`src/rtl/homomorphic_addsub_stream.sv`:
```
// ---------------------------------------------------------------------------
// homomorphic_addsub_stream
//
// Streaming, two-stage pipelined homomorphic add/subtract of two LWE
// ciphertexts, PARALLEL coefficient lanes per beat, modulo an arbitrary
// ciphertext modulus Q (not restricted to powers of two).
//
// Stage S1 registers the raw W+1 bit sum or difference (the MSB of the
// difference is the borrow). Stage S2 registers the reduced result.
// A beat index travels with the data so that out_last and padding of lanes
// past the end of the vector come from the internal count, not from in_last.
//
// Ports:
//   clk        in   rising-edge clock
//   rst_n      in   asynchronous active-low reset
//   in_valid   in   input beat valid
//   in_ready   out  block can accept a beat
//   in_op      in   0 = add, 1 = subtract (ct1 - ct2), sampled per beat
//   in_last    in   producer's final-beat marker (checked, not trusted)
//   ct1, ct2   in   lane-packed operands, lane i at [i*W +: W]
//   out_valid  out  result beat valid
//   out_ready  in   consumer accepts the result beat
//   out_data   out  lane-packed result mod Q
//   out_last   out  final beat of the ciphertext, from the internal counter
//   frame_err  out  sticky: in_last disagreed with the internal beat count
//   range_err  out  sticky: an accepted operand lane was >= Q
//                   (only present when HOMADD_RANGE_CHECK_EN is defined)
//
// Optional feature macro: HOMADD_RANGE_CHECK_EN
// ---------------------------------------------------------------------------
module homomorphic_addsub_stream #(
    parameter int CIPHERTEXT_MODULUS = 1000,
    parameter int CIPHERTEXT_WIDTH   = 10,
    parameter int DIMENSION          = 3,
    parameter int PARALLEL           = 2
) (
    input  logic                                   clk,
    input  logic                                   rst_n,
    input  logic                                   in_valid,
    output logic                                   in_ready,
    input  logic                                   in_op,
    input  logic                                   in_last,
    input  logic [PARALLEL*CIPHERTEXT_WIDTH-1:0]   ct1,
    input  logic [PARALLEL*CIPHERTEXT_WIDTH-1:0]   ct2,
    output logic                                   out_valid,
    input  logic                                   out_ready,
    output logic [PARALLEL*CIPHERTEXT_WIDTH-1:0]   out_data,
    output logic                                   out_last,
`ifdef HOMADD_RANGE_CHECK_EN
    output logic                                   range_err,
`endif
    output logic                                   frame_err
);

    localparam int W     = CIPHERTEXT_WIDTH;
    localparam int WP1   = CIPHERTEXT_WIDTH + 1;
    localparam int PW    = PARALLEL * CIPHERTEXT_WIDTH;
    localparam int BEATS = (DIMENSION + 1 + PARALLEL - 1) / PARALLEL;
    localparam int CNT_W = (BEATS > 1) ? $clog2(BEATS) : 1;

    // Q needs W+1 bits because Q = 2**W is a legal modulus
    localparam logic [W:0]       Q_EXT    = WP1'(CIPHERTEXT_MODULUS);
    localparam logic [CNT_W-1:0] LAST_IDX = CNT_W'(BEATS - 1);

    logic             ready_en;
    logic [CNT_W-1:0] beat_cnt;

    logic             s1_full;
    logic             s1_op;
    logic [CNT_W-1:0] s1_idx;
    logic [W:0]       s1_raw [PARALLEL];

    logic [W:0]       raw_next [PARALLEL];
    logic [W:0]       red_lane [PARALLEL];
    logic [PW-1:0]    reduced;

    logic             s2_take;
    logic             s1_move;
    logic             in_fire;

    // Handshake: S2 can take when empty or draining this cycle; S1 can take
    // when empty or moving into S2. ready_en keeps in_ready low during reset
    // and until the first clock after release.
    always_comb begin
        s2_take  = !out_valid || out_ready;
        s1_move  = s1_full && s2_take;
        in_ready = ready_en && (!s1_full || s2_take);
        in_fire  = in_valid && in_ready;
    end

    // Raw lane arithmetic; the subtract result's MSB doubles as the borrow
    always_comb begin
        for (int i = 0; i < PARALLEL; i++) begin
            raw_next[i] = '0;
            if (in_op)
                raw_next[i] = {1'b0, ct1[i*W +: W]} - {1'b0, ct2[i*W +: W]};
            else
                raw_next[i] = {1'b0, ct1[i*W +: W]} + {1'b0, ct2[i*W +: W]};
        end
    end

    // Modular reduction of the S1 contents, plus zeroing of lanes whose
    // coefficient index falls past the end of the n+1 element vector
    always_comb begin
        reduced = '0;
        for (int i = 0; i < PARALLEL; i++) begin
            red_lane[i] = s1_raw[i];
            if (s1_op) begin
                if (s1_raw[i][W])
                    red_lane[i] = s1_raw[i] + Q_EXT;
            end else begin
                if (s1_raw[i] >= Q_EXT)
                    red_lane[i] = s1_raw[i] - Q_EXT;
            end
            if (int'(s1_idx) * PARALLEL + i < DIMENSION + 1)
                reduced[i*W +: W] = red_lane[i][W-1:0];
        end
    end

    // Input-ready enable: low in reset, high from the first clock afterwards
    always_ff @(posedge clk or negedge rst_n) begin
        if (!rst_n)
            ready_en <= 1'b0;
        else
            ready_en <= 1'b1;
    end

    // Beat counter and sticky framing check against the producer's in_last
    always_ff @(posedge clk or negedge rst_n) begin
        if (!rst_n) begin
            beat_cnt  <= '0;
            frame_err <= 1'b0;
        end else if (in_fire) begin
            beat_cnt <= (beat_cnt == LAST_IDX) ? '0 : beat_cnt + 1'b1;
            if (in_last != (beat_cnt == LAST_IDX))
                frame_err <= 1'b1;
        end
    end

    // Stage S1: loads on accept, empties when it hands over to S2
    always_ff @(posedge clk or negedge rst_n) begin
        if (!rst_n) begin
            s1_full <= 1'b0;
            s1_op   <= 1'b0;
            s1_idx  <= '0;
            for (int i = 0; i < PARALLEL; i++)
                s1_raw[i] <= '0;
        end else if (in_fire) begin
            s1_full <= 1'b1;
            s1_op   <= in_op;
            s1_idx  <= beat_cnt;
            for (int i = 0; i < PARALLEL; i++)
                s1_raw[i] <= raw_next[i];
        end else if (s1_move) begin
            s1_full <= 1'b0;
        end
    end

    // Stage S2: registered output; holds while the consumer stalls
    always_ff @(posedge clk or negedge rst_n) begin
        if (!rst_n) begin
            out_valid <= 1'b0;
            out_data  <= '0;
            out_last  <= 1'b0;
        end else if (s1_move) begin
            out_valid <= 1'b1;
            out_data  <= reduced;
            out_last  <= (s1_idx == LAST_IDX);
        end else if (out_ready) begin
            out_valid <= 1'b0;
        end
    end

`ifdef HOMADD_RANGE_CHECK_EN
    logic range_hit;

    // Any accepted operand lane at or above Q flags the sticky range error
    always_comb begin
        range_hit = 1'b0;
        for (int i = 0; i < PARALLEL; i++) begin
            if ({1'b0, ct1[i*W +: W]} >= Q_EXT || {1'b0, ct2[i*W +: W]} >= Q_EXT)
                range_hit = 1'b1;
        end
    end

    // Sticky range error, cleared only by reset
    always_ff @(posedge clk or negedge rst_n) begin
        if (!rst_n)
            range_err <= 1'b0;
        else if (in_fire && range_hit)
            range_err <= 1'b1;
    end
`endif

endmodule

```
`config.mk`:
```
export PLATFORM = sky130hd
export DESIGN_NAME = homomorphic_addsub_stream
export DESIGN_NICKNAME = d
export VERILOG_FILES = /design/src/rtl/homomorphic_addsub_stream.sv
export SDC_FILE = /design/constraint.sdc
export NUM_CORES = 1
export LEC_CHECK = 0
export BUFFER_PORTS_ARGS = -buffer_cell sky130_fd_sc_hd__buf_4
export CAP_MARGIN = 20
export CORE_ASPECT_RATIO = 0.7
export CORE_MARGIN = 5
export CORE_UTILIZATION = 40
export CTS_CLUSTER_DIAMETER = 60
export CTS_CLUSTER_SIZE = 8
export DETAILED_ROUTE_END_ITERATION = 8
export PLACE_DENSITY = 0.65
export SLEW_MARGIN = 10
export SYNTH_ARGS = -nofsm -noshare
export SYNTH_HDL_FRONTEND = slang
export SYNTH_SLANG_ARGS = --single-unit
export TNS_END_PERCENT = 30
```
`constraint.sdc`:
```
create_clock -name clk -period 1.78 [get_ports clk]
set_input_delay 0.089 -clock clk [delete_from_list [all_inputs] [get_ports clk]]
set_output_delay 0.089 -clock clk [all_outputs]
set_load 0.02 [all_outputs]
```
; ---- After elaboration in Yosys (flattened, before gate mapping)
; Cells that the tools add are included.
[totals]
regBits = 50
latch_bits = 0
ramBits = 0
romBits = 0
input_bits = 46
out_inout_bits = 24
word_cells = 51
memories = 0
[op_classes]
n_addsub = 10
multipliers = 0
div_mod_pow = 0
n_lt_le_gt_ge = 4
eq_ne = 1
shift = 0
mux = 15
n_bitwise = 0
reduce_logical = 10
[ops]
columns = cell, count
row1 = 2-to-1 mux 10 bit, 8
row2 = adder 10 x 10 -> 11 bit, 2
row3 = ">= comparator 11 x 10 -> 1 bit, second input constant", 2
row4 = 2-to-1 mux 11 bit, 2
row5 = subtractor 10 x 10 -> 11 bit, 2
row6 = "adder 10 bit, second input constant", 2
row7 = "subtractor 10 bit, second input constant", 2
row8 = 2-to-1 mux 1 bit, 5
row9 = nonzero test 2 bit, 2
row10 = "adder 2 x 1 -> 3 bit, second input constant", 1
row11 = logical AND 1 bit, 3
row12 = "less-than comparator 2 x 3 -> 1 bit, second input constant", 1
row13 = "less-than comparator 3 bit, second input constant", 1
row14 = zero test 1 bit, 2
row15 = logical OR 1 bit, 2
row16 = AND reduction 2 bit, 1
row17 = "adder 1 bit, second input constant", 1
row18 = inequality test 1 bit, 1

; ---- Logic depth before layout (Yosys ltp)
[logic_depth]
word_depth = 6
ltp_mapped = 12

; ---- Least setup slack after synthesis
; OpenSTA, ideal clock, no wires.
[synth_timing]
path_type = in2reg
start = input port ct2[4]
end = register s1_raw[21] in the netlist's numbering
setup_time_ns = 0.131
t_arrival_ns = 2.108
required_ns = 1.649
slack_ns = -0.459
path_stages = 12
path_buffers = 0
cell_sequence = or3_1 or3_1 nor2_1 a21oi_1 xnor2_1 ha_1 nand2_1 o21ai_0 nand4_1 nand2_1 xor2_1 o21ai_1
[synth_between]
elab_chain_len = 2
elab_cells_between_ends = 3
[synth_rtl]
columns = element, line
row1 = start: declaration, 44  ; input logic [PARALLEL*CIPHERTEXT_WIDTH-1:0] ct2,
row2 = adder 10 x 10 -> 11 bit or subtractor 10 x 10 -> 11 bit (tied branches), "98, 96"
row3 = 2-to-1 mux 11 bit (*), 95  ; if (in_op)
row4 = end signal: indexed assignment, 153  ; s1_raw[i] <= raw_next[i];
row5 = end: declaration, 71  ; logic [W:0] s1_raw [PARALLEL];
; Mark *: on every way between the ends. The rest lies on a longest branch, timed or not.
; A chain may end at the register's enable or synchronous reset.

; ---- Final worst setup path
[layout_timing]
start = input port ct2[12]
end = register s1_raw[7] in the netlist's numbering
; The elaborated chain is that of the path after synthesis.

==> results.yml <==
detailed_routing:
  num_vias: 3286
  drtIter0Drc: 91
  routed_wirelength_mm: 8.74
  ant_nets: 0
  routedWlPerCell_um: 13.0
  viasPerCell: 4.89
  first_pass_iters: 5
  drc_errors: 0
layout:
  fin_area_um2: 5200
  syn2layout_area_growth_pct: 44.0
  drive_gt1_share_pct: 37.4
  nets: 621
  fillCellCount: 824
  multi_input_area_um2: 2410
  register_area_um2: 1250
  antenna_cells: 0
  instances_no_fill: 672
setup_path:
  cpLargestDelayFamily: "simple AND/OR/NAND/NOR gates"
  worstPathMaxFanout: 4
  end_kind: "register"
  path_cells: "buf_6 -> or3_4 -> or3_4 -> nor2b_4 -> xnor2_2 -> ha_1 -> o21a_1 -> o31a_1 -> o21a_1 -> o21a_1 -> o31ai_1"
  critical_path.max_stage_delay_ns: 0.38
  startpoint_type: "input pin"
  cp_common_cell: "o21a_1"
  critical_path_class: "input pin to register"
  crit_buf_inv: 1
  cp_data_arrival_time_ns: 2.31
  required_ns: 1.98
  cp_slowest_cell: "or3_4"
die:
  core_area_um2: 8930
  die_area_um2: 11100
  die_h_um: 89.5
  rows: 29
  start_util_pct: 40.5
  ioPinCount: 70
  die_w_um: 124
clock_tree:
  cts_root_buf: "clkbuf_16"
  clockBufferDepth: 2
  cts_buffers: 5
  cts_tree: "yes"
  clkTransAtPathRegs_ns: 0.06
  cts.sinks: 50
  htreeDepth: 2
  insertion_delay_ns: 0.28
sta:
  slew-limit-headroom_pct: 59.9
  slew_violations: 0
  worst_slack_ns: -0.335
  period_share_pct: 119
  finalSetupTns_ns: -2.73
  holdWs_ns: 0.0902
  finalHoldViolCount: 0
  fmax_mhz: 473
  rsz0062_at_grt: "true"
  min_period_ns: 2.12
  worst_pin_slew_ns: 0.602
  finClkSkew_ns: 0.00374
  setup_violations: 13
power:
  intPower_w: 0.00371
  finalPower_w: 0.00577
  vdd_drop_max_v: 0.000505
  p_sw_w: 0.00206
  powerDensity_nw_per_um2: 1110
  pwr-share-comb_pct: 46.8
  netSwitchingFraction_pct: 35.8
  p_clk_share_pct: 21.4
  pwr-share-seq_pct: 31.8
  leakage_nw: 2.42
synth:
  synthFlopType: "dfrtp_1"
  syn_inst: 413
  syn-num-nets: 487
  ys_ff_latch: 50
  synth_edf_count: 0
  synth.distinct_cells: 58
  seq_area_frac_synth_pct: 34.7
  post_synth.cell_area_avg_um2: 8.74
  synth-warning-count: 0
  synth.cell_area_um2: 3610
  async_flop_share_pct: 100
placed_design:
  place_hpwl_mm: 6.75
  place_area_um2: 4750
  gp_congestion: 0.823
  port_buffers: 69
  dp_cells: 656
global_route:
  grt_pass1_vias: 3175
  grt_first_pass_wirelength_mm: 14.8
  grt.overflow.total: 0
  grt_max_degree: 51
  grt_usage_pct: 16.4
  antenna_found_initial: 0
status:
  violations: "negative setup slack"
  outcome: "finished, violations left"
min_path:
  hp-class: "input pin to register"
flow_run:
  drv_cap: 0
## per-stage QoR
step | setup WS [ns] | util (%)
3_3_place_gp | -0.596 | 53.2
6_report | -0.335 | 58.3
4_1_cts | -0.320 | 56.5
3_5_place_dp | -0.671 | 53.2
5_1_grt | -0.455 | 58.3
2_1_floorplan | -0.421 | -
## sequential cells by signal, summed over array words and instances, names as in the netlist
signal	count
s1_raw	22
frame_err	1
s1_full	1
s1_idx	1
s1_op	1
out_valid	1
beat_cnt	1
out_last	1
ready_en	1
out_data	20
## metal layers
layer	GRT usage [%]	part of all wire, %	vias to the layer above
li1	-	-	1727
met2	24.5	42	88
met3	2.78	5.9	4
met4	3.82	0.54	0
met5	0	0	-
met1	24.6	51	1467
## cells in the final DEF (no fill, tap or decap), types with 3 or more instances in the layout
cell type | netlist | routed
buf_4 | 0 | 135
clkbuf_16 | 0 | 5
nand3b_1 | 3 | 3
a211oi_1 | 4 | 3
a31oi_1 | 8 | 7
o31ai_2 | 2 | 3
nand2_1 | 48 | 47
or3_4 | 0 | 4
o21ai_0 | 18 | 12
mux2i_1 | 3 | 3
o21ai_2 | 1 | 3
nand2b_1 | 6 | 6
o21a_1 | 5 | 5
dfrtp_1 | 50 | 49
xor2_1 | 9 | 9
inv_1 | 16 | 16
a21o_1 | 3 | 3
mux2_2 | 12 | 12
xnor2_1 | 31 | 29
nor4_1 | 4 | 3
nor3_1 | 8 | 8
nand3_1 | 4 | 4
a21oi_1 | 24 | 17
a21oi_2 | 1 | 8
ha_1 | 26 | 23
o31ai_1 | 6 | 5
nand4_1 | 3 | 3
nor2_1 | 39 | 36
o21ai_1 | 20 | 23
buf_6 | 0 | 4
## what timing repair did
action                                 4_1_cts  5_1_grt
setup endpoints to repair                   14       23
hold buffers                                 1        0
pin swaps                                   14       28
buffers inserted                             1        6
endpoints found under the hold margin       50        0
resized for setup                           20       28
## cell families after synthesis
group                      count (synthesis)  share of synthesized area [%]
muxes                                     17                           5.51
AOI/OAI and AO/OA                        108                           18.7
DFF                                       50                           34.7
xor gates and xnor gates                  40                           9.70
adders and majority gates                 28                           10.1
and+or+nand+nor                          135                           17.7
other                                      1                          0.104
buffers and inverters                     34                           3.57
## cell type report
cell class	instances	share of cell area, %
inverter	19	1.37
clock inverter	2	1.15
multi-input combinational	329	46.4
timing repair buffer	142	21.3
clock buffer	6	2.67
sequential	50	24.1
tap	124	2.98
## worst reg2reg max path: stages, from the launching register on
cell and delay [ns]:
dfrtp_1 0.38, or4b_4 0.55, o21ai_4 0.15, a21oi_2 0.10, nor2_1 0.13, mux2_1 0.35
o21ai_1 0.12
## final timing paths
path / startpoint / endpoint / slack, ns / cells after the start
setup reg to reg: s1_raw[12]$_DFFE_PN0P_ / out_data[4]$_DFFE_PN0P_ / -0.07 / 6
setup / recovery: ct2[12] / s1_raw[7]$_DFFE_PN0P_ / -0.34 / 11
hold reg to reg: out_data[5]$_DFFE_PN0P_ / out_data[5]$_DFFE_PN0P_ / 0.48 / 2
max in group asynchronous: rst_n / s1_raw[15]$_DFFE_PN0P_ / 0.99 / 2
hold / removal: in_last / frame_err$_DFFE_PN0P_ / 0.09 / 3
min in group asynchronous: rst_n / out_data[1]$_DFFE_PN0P_ / 0.36 / 2
## Yosys cell counts (5+ instances only)
library cell | number | area (µm²)
nand2_1 | 48 | 180
dfrtp_1 | 50 | 1250
xnor2_1 | 31 | 272
ha_1 | 26 | 325
or3_1 | 5 | 31.3
o21ai_1 | 20 | 100
nand2b_1 | 6 | 37.5
a21oi_1 | 24 | 120
nor3_1 | 8 | 40.0
nor2_1 | 39 | 146
o31ai_1 | 6 | 45.0
mux2_2 | 12 | 135
a31oi_1 | 8 | 50.1
o21a_1 | 5 | 37.5
clkbuf_1 | 14 | 52.6
o21ai_0 | 18 | 90.1
xor2_1 | 9 | 78.8
inv_1 | 16 | 60.1
## power groups by stage
stage | sequential [W] | clock [W] | combinational (W)
detailed placement | 0.00185 | 0 | 0.00258
global route | 0.00189 | 0.00132 | 0.00300
CTS | 0.00183 | 0.00127 | 0.00263
finish | 0.00183 | 0.00124 | 0.00270
floorplan | 0.00204 | 0 | 0.00129
global placement | 0.00182 | 0 | 0.00251
(Power assumes the default switching activity.)
